[config.mk]
export PLATFORM = sky130hd
export DESIGN_NAME = mux_rr_sched_flat
export DESIGN_NICKNAME = d
export VERILOG_FILES = /design/src/rtl/mux_rr_sched_pkg.sv /design/src/rtl/mux_rr_sched_if.sv /design/src/rtl/mux_rr_sched_rr_pick4.sv /design/src/rtl/mux_rr_sched.sv /design/src/flat_wrapper.sv
export SDC_FILE = /design/constraint.sdc
export NUM_CORES = 1
export LEC_CHECK = 0
export BUFFER_PORTS_ARGS = -buffer_cell sky130_fd_sc_hd__buf_2
export CAP_MARGIN = 25
export CORE_MARGIN = 5
export CORE_UTILIZATION = 43
export CTS_CLUSTER_SIZE = 10
export DETAILED_ROUTE_END_ITERATION = 16
export HOLD_SLACK_MARGIN = 0.03
export PLACE_DENSITY = 0.74
export SLEW_MARGIN = 10
export SYNTH_ARGS = -nofsm -noshare
export SYNTH_HDL_FRONTEND = slang
export SYNTH_HIERARCHICAL = 1
export SYNTH_SLANG_ARGS = --single-unit
[constraint.sdc]
create_clock -name clk -period 1.9 [get_ports clk]
set_input_delay 0.38 -clock clk [delete_from_list [all_inputs] [get_ports clk]]
set_output_delay 0.38 -clock clk [all_outputs]
set_load 0.01 [all_outputs]
[src/rtl/mux_rr_sched_pkg.sv]
// Shared definitions for the round-robin 4:1 scheduler.
//   state_t : scheduler state (IDLE = no grant, BUSY = grant held)
//   NREQ    : number of requesters
//   SELW    : width of the select index
//   onehot  : select index to one-hot grant vector
package mux_rr_sched_pkg;

  localparam int unsigned NREQ = 4;
  localparam int unsigned SELW = 2;

  typedef enum logic {
    IDLE = 1'b0,
    BUSY = 1'b1
  } state_t;

  function automatic logic [NREQ-1:0] onehot(input logic [SELW-1:0] idx);
    logic [NREQ-1:0] v;
    v = '0;
    v[idx] = 1'b1;
    return v;
  endfunction

endpackage

[src/rtl/mux_rr_sched_if.sv]
// Bus between the four producers / one consumer and the scheduler.
//   d0..d3  : source data, one per requester
//   req     : per-requester request, level-held while data is pending
//   ack     : consumer accepts the current beat
//   grant   : one-hot grant (0 when idle)
//   sel     : index of the granted requester
//   o       : selected data, 0 when not valid
//   o_valid : a grant is held
// master = producers/consumer side, slave = scheduler side.
interface mux_rr_sched_if #(
  parameter int unsigned W = 4
);

  logic [W-1:0]                          d0;
  logic [W-1:0]                          d1;
  logic [W-1:0]                          d2;
  logic [W-1:0]                          d3;
  logic [mux_rr_sched_pkg::NREQ-1:0]     req;
  logic                                  ack;
  logic [mux_rr_sched_pkg::NREQ-1:0]     grant;
  logic [mux_rr_sched_pkg::SELW-1:0]     sel;
  logic [W-1:0]                          o;
  logic                                  o_valid;

  modport master (
    output d0, d1, d2, d3, req, ack,
    input  grant, sel, o, o_valid
  );

  modport slave (
    input  d0, d1, d2, d3, req, ack,
    output grant, sel, o, o_valid
  );

endinterface

[src/rtl/mux_rr_sched_rr_pick4.sv]
// Combinational rotate-priority picker.
//   req : request vector
//   ptr : highest-priority position for this pick
//   idx : first set request scanning ptr, ptr+1, ptr+2, ptr+3 (mod 4)
//   any : at least one request is set (idx is 0 otherwise)
module rr_pick4
  import mux_rr_sched_pkg::*;
(
  input  logic [NREQ-1:0] req,
  input  logic [SELW-1:0] ptr,
  output logic [SELW-1:0] idx,
  output logic            any
);

  logic [SELW-1:0] pos;

  // Walk from lowest priority to highest so the last hit is the winner.
  always_comb begin
    idx = '0;
    pos = '0;
    for (int unsigned k = NREQ; k > 0; k--) begin
      pos = ptr + SELW'(k - 1);
      if (req[pos]) idx = pos;
    end
  end

  assign any = |req;

endmodule

[src/rtl/mux_rr_sched.sv]
// Round-robin scheduler sharing one 4:1 data select path between four
// requesters. A registered one-hot grant and 2-bit select steer the granted
// source onto o; each tenure is bounded to MAX_HOLD accepted beats, after
// which the grant rotates.
//   clk   : rising-edge clock
//   rst_n : asynchronous active-low reset
//   bus   : scheduler side of mux_rr_sched_if (d0..d3, req, ack in;
//           grant, sel, o, o_valid out)
module mux_rr_sched
  import mux_rr_sched_pkg::*;
#(
  parameter int unsigned w        = 4,
  parameter int unsigned MAX_HOLD = 8
) (
  input  logic           clk,
  input  logic           rst_n,
  mux_rr_sched_if.slave  bus
);

  localparam int unsigned CW   = $clog2(MAX_HOLD) + 1;
  localparam logic [CW-1:0] LAST = CW'(MAX_HOLD - 1);

  state_t          state, state_n;
  logic [NREQ-1:0] grant, grant_n;
  logic [SELW-1:0] sel, sel_n;
  logic [SELW-1:0] ptr, ptr_n;
  logic [CW-1:0]   cnt, cnt_n;

  logic [SELW-1:0] pick_ptr;
  logic [SELW-1:0] pick_idx;
  logic            pick_any;
  logic            release_now;
  logic [w-1:0]    data_mux;

  // While busy the only pick that matters is the re-pick on release, which
  // must already use the rotated pointer sel+1; in IDLE ptr holds that value.
  assign pick_ptr = (state == BUSY) ? sel + SELW'(1) : ptr;

  rr_pick4 u_pick (
    .req (bus.req),
    .ptr (pick_ptr),
    .idx (pick_idx),
    .any (pick_any)
  );

  assign release_now = !bus.req[sel] || (bus.ack && (cnt == LAST));

  always_ff @(posedge clk or negedge rst_n) begin
    if (!rst_n) begin
      state <= IDLE;
      grant <= '0;
      sel   <= '0;
      ptr   <= '0;
      cnt   <= '0;
    end else begin
      state <= state_n;
      grant <= grant_n;
      sel   <= sel_n;
      ptr   <= ptr_n;
      cnt   <= cnt_n;
    end
  end

  always_comb begin
    state_n = state;
    grant_n = grant;
    sel_n   = sel;
    ptr_n   = ptr;
    cnt_n   = cnt;
    unique case (state)
      IDLE: begin
        if (pick_any) begin
          state_n = BUSY;
          sel_n   = pick_idx;
          grant_n = onehot(pick_idx);
          cnt_n   = '0;
        end
      end
      BUSY: begin
        if (release_now) begin
          ptr_n = sel + SELW'(1);
          cnt_n = '0;
          // Back-to-back handover: re-pick in the same edge, no idle bubble.
          if (pick_any) begin
            sel_n   = pick_idx;
            grant_n = onehot(pick_idx);
          end else begin
            state_n = IDLE;
            grant_n = '0;
          end
        end else if (bus.ack) begin
          cnt_n = cnt + CW'(1);
        end
      end
      default: begin
        state_n = IDLE;
        grant_n = '0;
      end
    endcase
  end

  always_comb begin
    data_mux = '0;
    case (sel)
      2'd1:    data_mux = bus.d1;
      2'd2:    data_mux = bus.d2;
      2'd3:    data_mux = bus.d3;
      default: data_mux = bus.d0;
    endcase
  end

  assign bus.grant   = grant;
  assign bus.sel     = sel;
  assign bus.o_valid = (state == BUSY);
  assign bus.o       = (state == BUSY) ? data_mux : '0;

endmodule

[src/flat_wrapper.sv]
// flat-port wrapper written by rule: the top's interface ports become plain ports
module mux_rr_sched_flat import mux_rr_sched_pkg::*;
#(
  parameter int unsigned w        = 4,
  parameter int unsigned MAX_HOLD = 8
)
  (clk, rst_n, bus_d0, bus_d1, bus_d2, bus_d3, bus_req, bus_ack, bus_grant, bus_sel, bus_o, bus_o_valid);
  mux_rr_sched_if #(.W(4)) bus_i ();
  input  logic clk;
  input  logic rst_n;
  input wire logic [$bits(bus_i.d0)-1:0] bus_d0;
  input wire logic [$bits(bus_i.d1)-1:0] bus_d1;
  input wire logic [$bits(bus_i.d2)-1:0] bus_d2;
  input wire logic [$bits(bus_i.d3)-1:0] bus_d3;
  input wire logic [$bits(bus_i.req)-1:0] bus_req;
  input wire logic [$bits(bus_i.ack)-1:0] bus_ack;
  output wire logic [$bits(bus_i.grant)-1:0] bus_grant;
  output wire logic [$bits(bus_i.sel)-1:0] bus_sel;
  output wire logic [$bits(bus_i.o)-1:0] bus_o;
  output wire logic [$bits(bus_i.o_valid)-1:0] bus_o_valid;
  assign bus_i.d0 = bus_d0;
  assign bus_i.d1 = bus_d1;
  assign bus_i.d2 = bus_d2;
  assign bus_i.d3 = bus_d3;
  assign bus_i.req = bus_req;
  assign bus_i.ack = bus_ack;
  assign bus_grant = bus_i.grant;
  assign bus_sel = bus_i.sel;
  assign bus_o = bus_i.o;
  assign bus_o_valid = bus_i.o_valid;
  mux_rr_sched #(.w(w), .MAX_HOLD(MAX_HOLD)) u_core (.clk(clk), .rst_n(rst_n), .bus(bus_i));
endmodule
**Word-level counts from Yosys, hierarchy flattened**

Index checks and enable logic that the tools add are counted.

- Logic and storage cells: 66
- Input port bits: 23
- ROM bits: 0
- Register bits: 13
- Output and inout port bits: 11
- Memories: 0
- Bits in latches: 0
- Memory bits (writable): 0

- Shift-type cells: 0
- Equality and inequality tests: 7
- Bitwise logic cells: 1
- Div/mod/pow operators: 0
- Reduce and logical (&&, ||, !) cells: 8
- Multiplexer cells: 33
- $mul: 0
- Magnitude comparators: 7
- Add/subtract/negate cells: 5

Operators with widths:

| cell | number |
|---|---|
| $mux W4 | 7 |
| $lt A2 B3 Y1 const B | 6 |
| $pmux W4 S2 | 2 |
| $mux W2 | 7 |
| $pmux W4 S3 | 1 |
| $bmux W1 S2 | 5 |
| $mux W1 | 8 |
| $reduce_and A2 Y1 | 3 |
| $add A2 B1 Y2 const B | 2 |
| $add A2 B2 Y2 const B | 2 |
| $add A4 B1 Y4 const B | 1 |
| $eq A2 B2 Y1 const B | 2 |
| $eq A4 B3 Y1 const B | 1 |
| $pmux W2 S2 | 1 |
| $reduce_or A4 Y1 | 1 |
| $ne A3 B3 Y1 const B | 1 |
| $demux W1 S2 | 1 |
| $eq A2 B1 Y1 const B | 1 |
| $ge A2 B1 Y1 const B | 1 |
| $logic_and A1 B1 Y1 | 2 |
| $ne A2 B1 Y1 const B | 1 |
| $ne A2 B2 Y1 const B | 1 |
| $pmux W1 S2 | 1 |
| $logic_not A1 Y1 | 1 |
| 2 further kinds | 2 |

**Depth between registers and ports, before layout**

- Depth in word-level cells: 16
- Mapped depth: 8
- Depth with buffers taken out: 8

**Cells and area by module**

Netlist, hierarchy kept.

By module, submodules not included:

| module | seq. area each (um2) | instances | cells each | area an instance (um2) |
|---|---|---|---|---|
| mux_rr_sched | 325.3 | 1 | 80 | 857.1 |
| rr_pick4 | 0.0 | 1 | 13 | 77.6 |

**Least setup slack after synthesis**

OpenSTA, ideal clock, no wires.

- Path kind: flip-flop to flip-flop
- From: reg u_core.sel[0] (netlist: u_core/bus.sel[0])
- To: reg u_core.grant[0] (netlist: u_core/bus.grant[0])
- Required time: 1.778 ns
- Library setup time: 0.122 ns
- Clock period less this slack: 2.008 ns
- Path buffers: 0
- Stages on the path, launching flop included: 8
- Arrival time: 1.887 ns
- Path slack: -0.108 ns
- Cells stage by stage: dfrtp_1 -> inv_1 -> ha_1 -> mux2_2 -> mux2i_1 -> a211oi_2 -> inv_1 -> a32o_1

- Longest elaborated chain between the ends: 16
- Elaborated cells on any way between the ends: 32
- Those cells by class: 4 x add/sub; 2 x order compare; 1 x eq/ne; 21 x mux; 4 x reduce/logical

RTL lines:

| element | RTL line | text |
|---|---|---|
| from (decl) | mux_rr_sched.sv:25 | `logic [SELW-1:0] sel, sel_n;` |
| from (signal assigned) | mux_rr_sched.sv:58 | `sel <= sel_n;` |
| $add A2 B1 Y2 (*) | mux_rr_sched.sv:37 | `assign pick_ptr = (state == BUSY) ? sel + SELW'(1) : ptr;` |
| $mux W2 (*) | mux_rr_sched.sv:37 |  |
| via u_core.pick_ptr[1] | mux_rr_sched.sv:29 | `logic [SELW-1:0] pick_ptr;` |
| $add A2 B2 Y2 | mux_rr_sched_rr_pick4.sv:22 | `pos = ptr + SELW'(k - 1);` |
| $bmux W1 S2 | mux_rr_sched_rr_pick4.sv:23 | `if (req[pos]) idx = pos;` |
| $mux W1 (implied by the code) | mux_rr_sched_rr_pick4.sv:23 |  |
| $mux W2 (3 in series) | mux_rr_sched_rr_pick4.sv:23 |  |
| $mux W2 (*) | mux_rr_sched_rr_pick4.sv:23 |  |
| via u_core.pick_idx[0] | mux_rr_sched.sv:30 | `logic [SELW-1:0] pick_idx;` |
| $lt A2 B3 Y1 (implied by the code) / $ge A2 B1 Y1 (equally long branches) | mux_rr_sched_pkg.sv:19 | `v[idx] = 1'b1;` |
| $logic_and A1 B1 Y1 (implied by the code) | mux_rr_sched_pkg.sv:19 |  |
| $mux W1 (implied by the code) | mux_rr_sched_pkg.sv:19 |  |
| $demux W1 S2 (*) | - |  |
| $mux W4 | mux_rr_sched.sv:84 | `if (pick_any) begin` |
| $mux W4 | mux_rr_sched.sv:80 | `if (release_now) begin` |
| $pmux W4 S2 (*) | mux_rr_sched.sv:70 | `unique case (state)` |
| to (signal assigned) | mux_rr_sched.sv:57 | `grant <= grant_n;` |
| to (decl) | mux_rr_sched.sv:24 | `logic [NREQ-1:0] grant, grant_n;` |

The timed path passes the listed nets; every way through them passes the cells marked *. The select of a mux whose other input is x is not followed.
A chain may end at the register's enable or synchronous reset.

**Final worst setup path**

- From: reg u_core.sel[1] (netlist: u_core/bus.sel[1])
- To: out bus_o[0]

- Longest elaborated chain between the ends: 3
- Elaborated cells on any way between the ends: 5
- Those cells by class: 3 x eq/ne; 2 x mux

RTL lines:

| element | RTL line | text |
|---|---|---|
| $eq A2 B2 Y1 / $eq A2 B1 Y1 (equally long branches) | mux_rr_sched.sv:104 | `case (sel)` |
| $pmux W4 S3 (*) | mux_rr_sched.sv:104 |  |
| $mux W4 (*) | mux_rr_sched.sv:115 | `assign bus.o = (state == BUSY) ? data_mux : '0;` |
| to (decl) | flat_wrapper.sv:19 | `output wire logic [$bits(bus_i.o)-1:0] bus_o;` |

Every way passes the cells marked *; elsewhere a longest branch is shown, timed or not.

==> run summary <==
Post-Place Setup Slack - -0.0009301 ns
All-Layer GR Usage - 15.41%
Syn Nets - 121
clock slew at reported path FFs - 0.09 ns
unrepaired setup endpoints after global routing - true
CP Max Fanout - 4
Comb power frac - 66.3%
crit-path max cell delay - 0.47 ns
reg-to-reg endpoint - u_core/bus.grant[1]$_DFFE_PN0P_
IO Port Bufs - 33
routed via count - 895
post-synthesis cell type count - 34
floorplan die height - 56.62 um
Layout Nets - 167
final hold vios - 0
minimum clock period - 2.107 ns
PD cells - 1510 nW/um2
Post-Route WL - 2425 um
status - finished with violations
Post-Syn Area per Cell - 10.05 um2
fin cells - 165
Root Buffer - clkbuf_4
reg-to-reg slack, setup - -0.06 ns
final instance area - 1285 um2
hold_sp - bus_ack
R2R depth - 8
critical path launch point - u_core/bus.sel[1]$_DFFE_PN0P_
Mapped Cells - 93
post-route ant nets - 0
layout filler cell count - 180
WL/cell - 14.70 um
sequential-to-total area share from yosys stat - 34.81%
first-pass GRT wire length - 3808 um
H-tree levels - 1
DR vias/cell - 5.424
Setup Crit Path Kind - flop to output port
hold path endpoint - u_core/cnt[1]$_DFFE_PN0P_
Worst EP arrival - 1.73 ns
Initial Utilization - 46.23%
r2r startpoint - u_core/bus.sel[0]$_DFFE_PN0P_
Sequential Power Share - 24.4%
CP max-delay cell - dfrtp_2
drt pass-1 iters - 5
Pint - 1.132 mW
Clk Latency, worst-skew pair - 0.29 ns
FF/Latch Area - 327.8 um2
CTS tree - done
grt total ovfl - 0
clock sinks - 13
CTS buffer count - 3
Placed Cells - 155
multi-input logic area - 616.8 um2
Post-synth EDFFs - 0
max cap viols - 0
Worst slew margin - 74.64%
final hold slack - 0.4796 ns
Core Area - 2022 um2
DR iter-0 viols - 34
CP Capture Type - output port
Worst IR Drop VDD - 0.0008891 V
clock buffer depth - 2
Hold Path Class - input pin to flop
failing checks - negative setup slack
Setup WS post-layout - -0.2068 ns
Fin Setup TNS - -0.9403 ns
Clk pwr share - 9.2%
Worst path top cell family by delay - compound AO/OA/AOI/OAI gates
Sw Ratio - 41.70%
share of layout cells above drive strength 1 - 47.10%
Final Skew - 0.01263 ns
Slew Viols, Final - 0
fin crit share - 110.9%
Die Span X - 56.62 um
DP HPWL - 1794 um
fin util - 63.55%
Yosys reg bits - 13
cell area after placement - 1157 um2
synthesis-to-finish area growth - 37.48%
WP buf/inv - 1
drc violations - 0
vias in the first global route - 907
largest net degree at the start of global routing - 17
Slew @ Worst Pin - 0.3804 ns
FMAX - 474.7 MHz
Power Total - 1.941 mW
Inserted Diodes - 0
LEAKAGE - 0.6429 nW
worst hold path depth - 3
num rows - 16
YS warnings - 6
die area - 3206 um2
mapped cell area - 934.6 um2
Final GP Congestion - 0.9109
I/O pin count - 34
Synth Flop Type - dfrtp_1
Final setup violation count - 10
Post-synth ARST share - 100.0%
WP data required - 1.52 ns
Psw - 0.8093 mW
CP Launch Type - flop
crit-path cells - ha_4, a222oi_1, o21ai_1, and2_1, buf_2
initial antenna violation count - 0
[power groups by stage]
stage	Clock (mW)	Combinational, mW	Sequential (mW)
after global placement	0	1.07	0.448
final	0.179	1.29	0.474
after detailed placement	0	1.10	0.455
after global routing	0.209	1.39	0.488
after CTS	0.190	1.17	0.451
after floorplan	0	0.734	0.479
[how the worst max path moves through the flow]
stage	slack [ns]	to	cells past startpoint
after floorplan	0.01	u_core/bus.grant[0]$_DFFE_PN0P_	8
after global placement	0.01	u_core/bus.grant[1]$_DFFE_PN0P_	8
after detailed placement	-0.0009	u_core/bus.grant[1]$_DFFE_PN0P_	8
after CTS	-0.22	bus_o[0]	5
after global routing	-0.29	bus_o[0]	5
final	-0.21	bus_o[0]	5
[tightest hold or removal path, cell delays in order]
cell,delay [ns]
buf_2,0.15
o211ai_1,0.10
o22ai_1,0.08
[metal layers]
metal	global-route usage [%]	part of all wire, %	vias up
met1	16.34	43	404
met4	11.86	3.5	0
met5	0	0	-
li1	-	-	444
met3	5.963	8.5	9
met2	24.26	44	38
[registers in the layout (all words and copies together) (netlist names)]
| signal | flops |
|---|---|
| u_core/ptr | 2 |
| u_core/bus.grant | 4 |
| u_core/bus.sel | 2 |
| u_core/cnt | 4 |
| u_core/bus.o_valid | 1 |
[what timing repair did]
item,4_1_cts,5_1_grt
hold endpoints to repair,13,0
resized for setup,9,6
pin swaps,11,10
setup endpoints to repair,7,11
hold buffers,1,0
buffers inserted,2,3
[logic make-up after synthesis]
group           Yosys count  share of synthesized area, %
mux                       8                         10.17
fa+ha+maj                 5                         6.693
flops                    13                         34.81
compound gates           27                         25.57
buf+inv                  11                         4.819
simple gates             29                         17.94
[Yosys cell counts, drive strengths merged (3+ instances only)]
master,instances,share of area [%]
a222oi,4,4.3
a32o,4,4.3
and2,4,2.7
nand2b,3,2.0
nand2,9,3.6
inv,9,3.6
mux2i,5,5.4
a31oi,3,3.6
ha,5,6.7
dfrtp,13,35
nor2,5,2.0
o21ai,4,2.1
[cells in the final DEF (no fill, tap or decap), types with 2 or more instances in the layout]
master,netlist,layout
buf_2,0,33
dfrtp_1,13,11
buf_4,1,9
nand2_1,9,9
inv_1,9,7
mux2i_1,5,5
nor2_1,5,5
a222oi_1,4,4
o21ai_1,0,4
and2_1,4,4
a32o_1,4,4
clkbuf_4,0,3
nor2b_1,2,2
o211ai_1,2,2
a31oi_1,2,2
o22ai_1,2,2
nand2b_1,3,2
ha_1,5,2
ha_4,0,2
dfrtp_2,0,2
a211oi_2,1,2
[area by class of cell]
class | instances | share of cell area [%]
clock buffer | 3 | 1.753
clock inverter | 1 | 0.3895
inverter | 9 | 2.824
multi-input combinational | 69 | 48.00
sequential | 13 | 25.51
tap | 27 | 2.629
timing repair buffer | 43 | 18.89
Power figures use the tool's default switching activity.
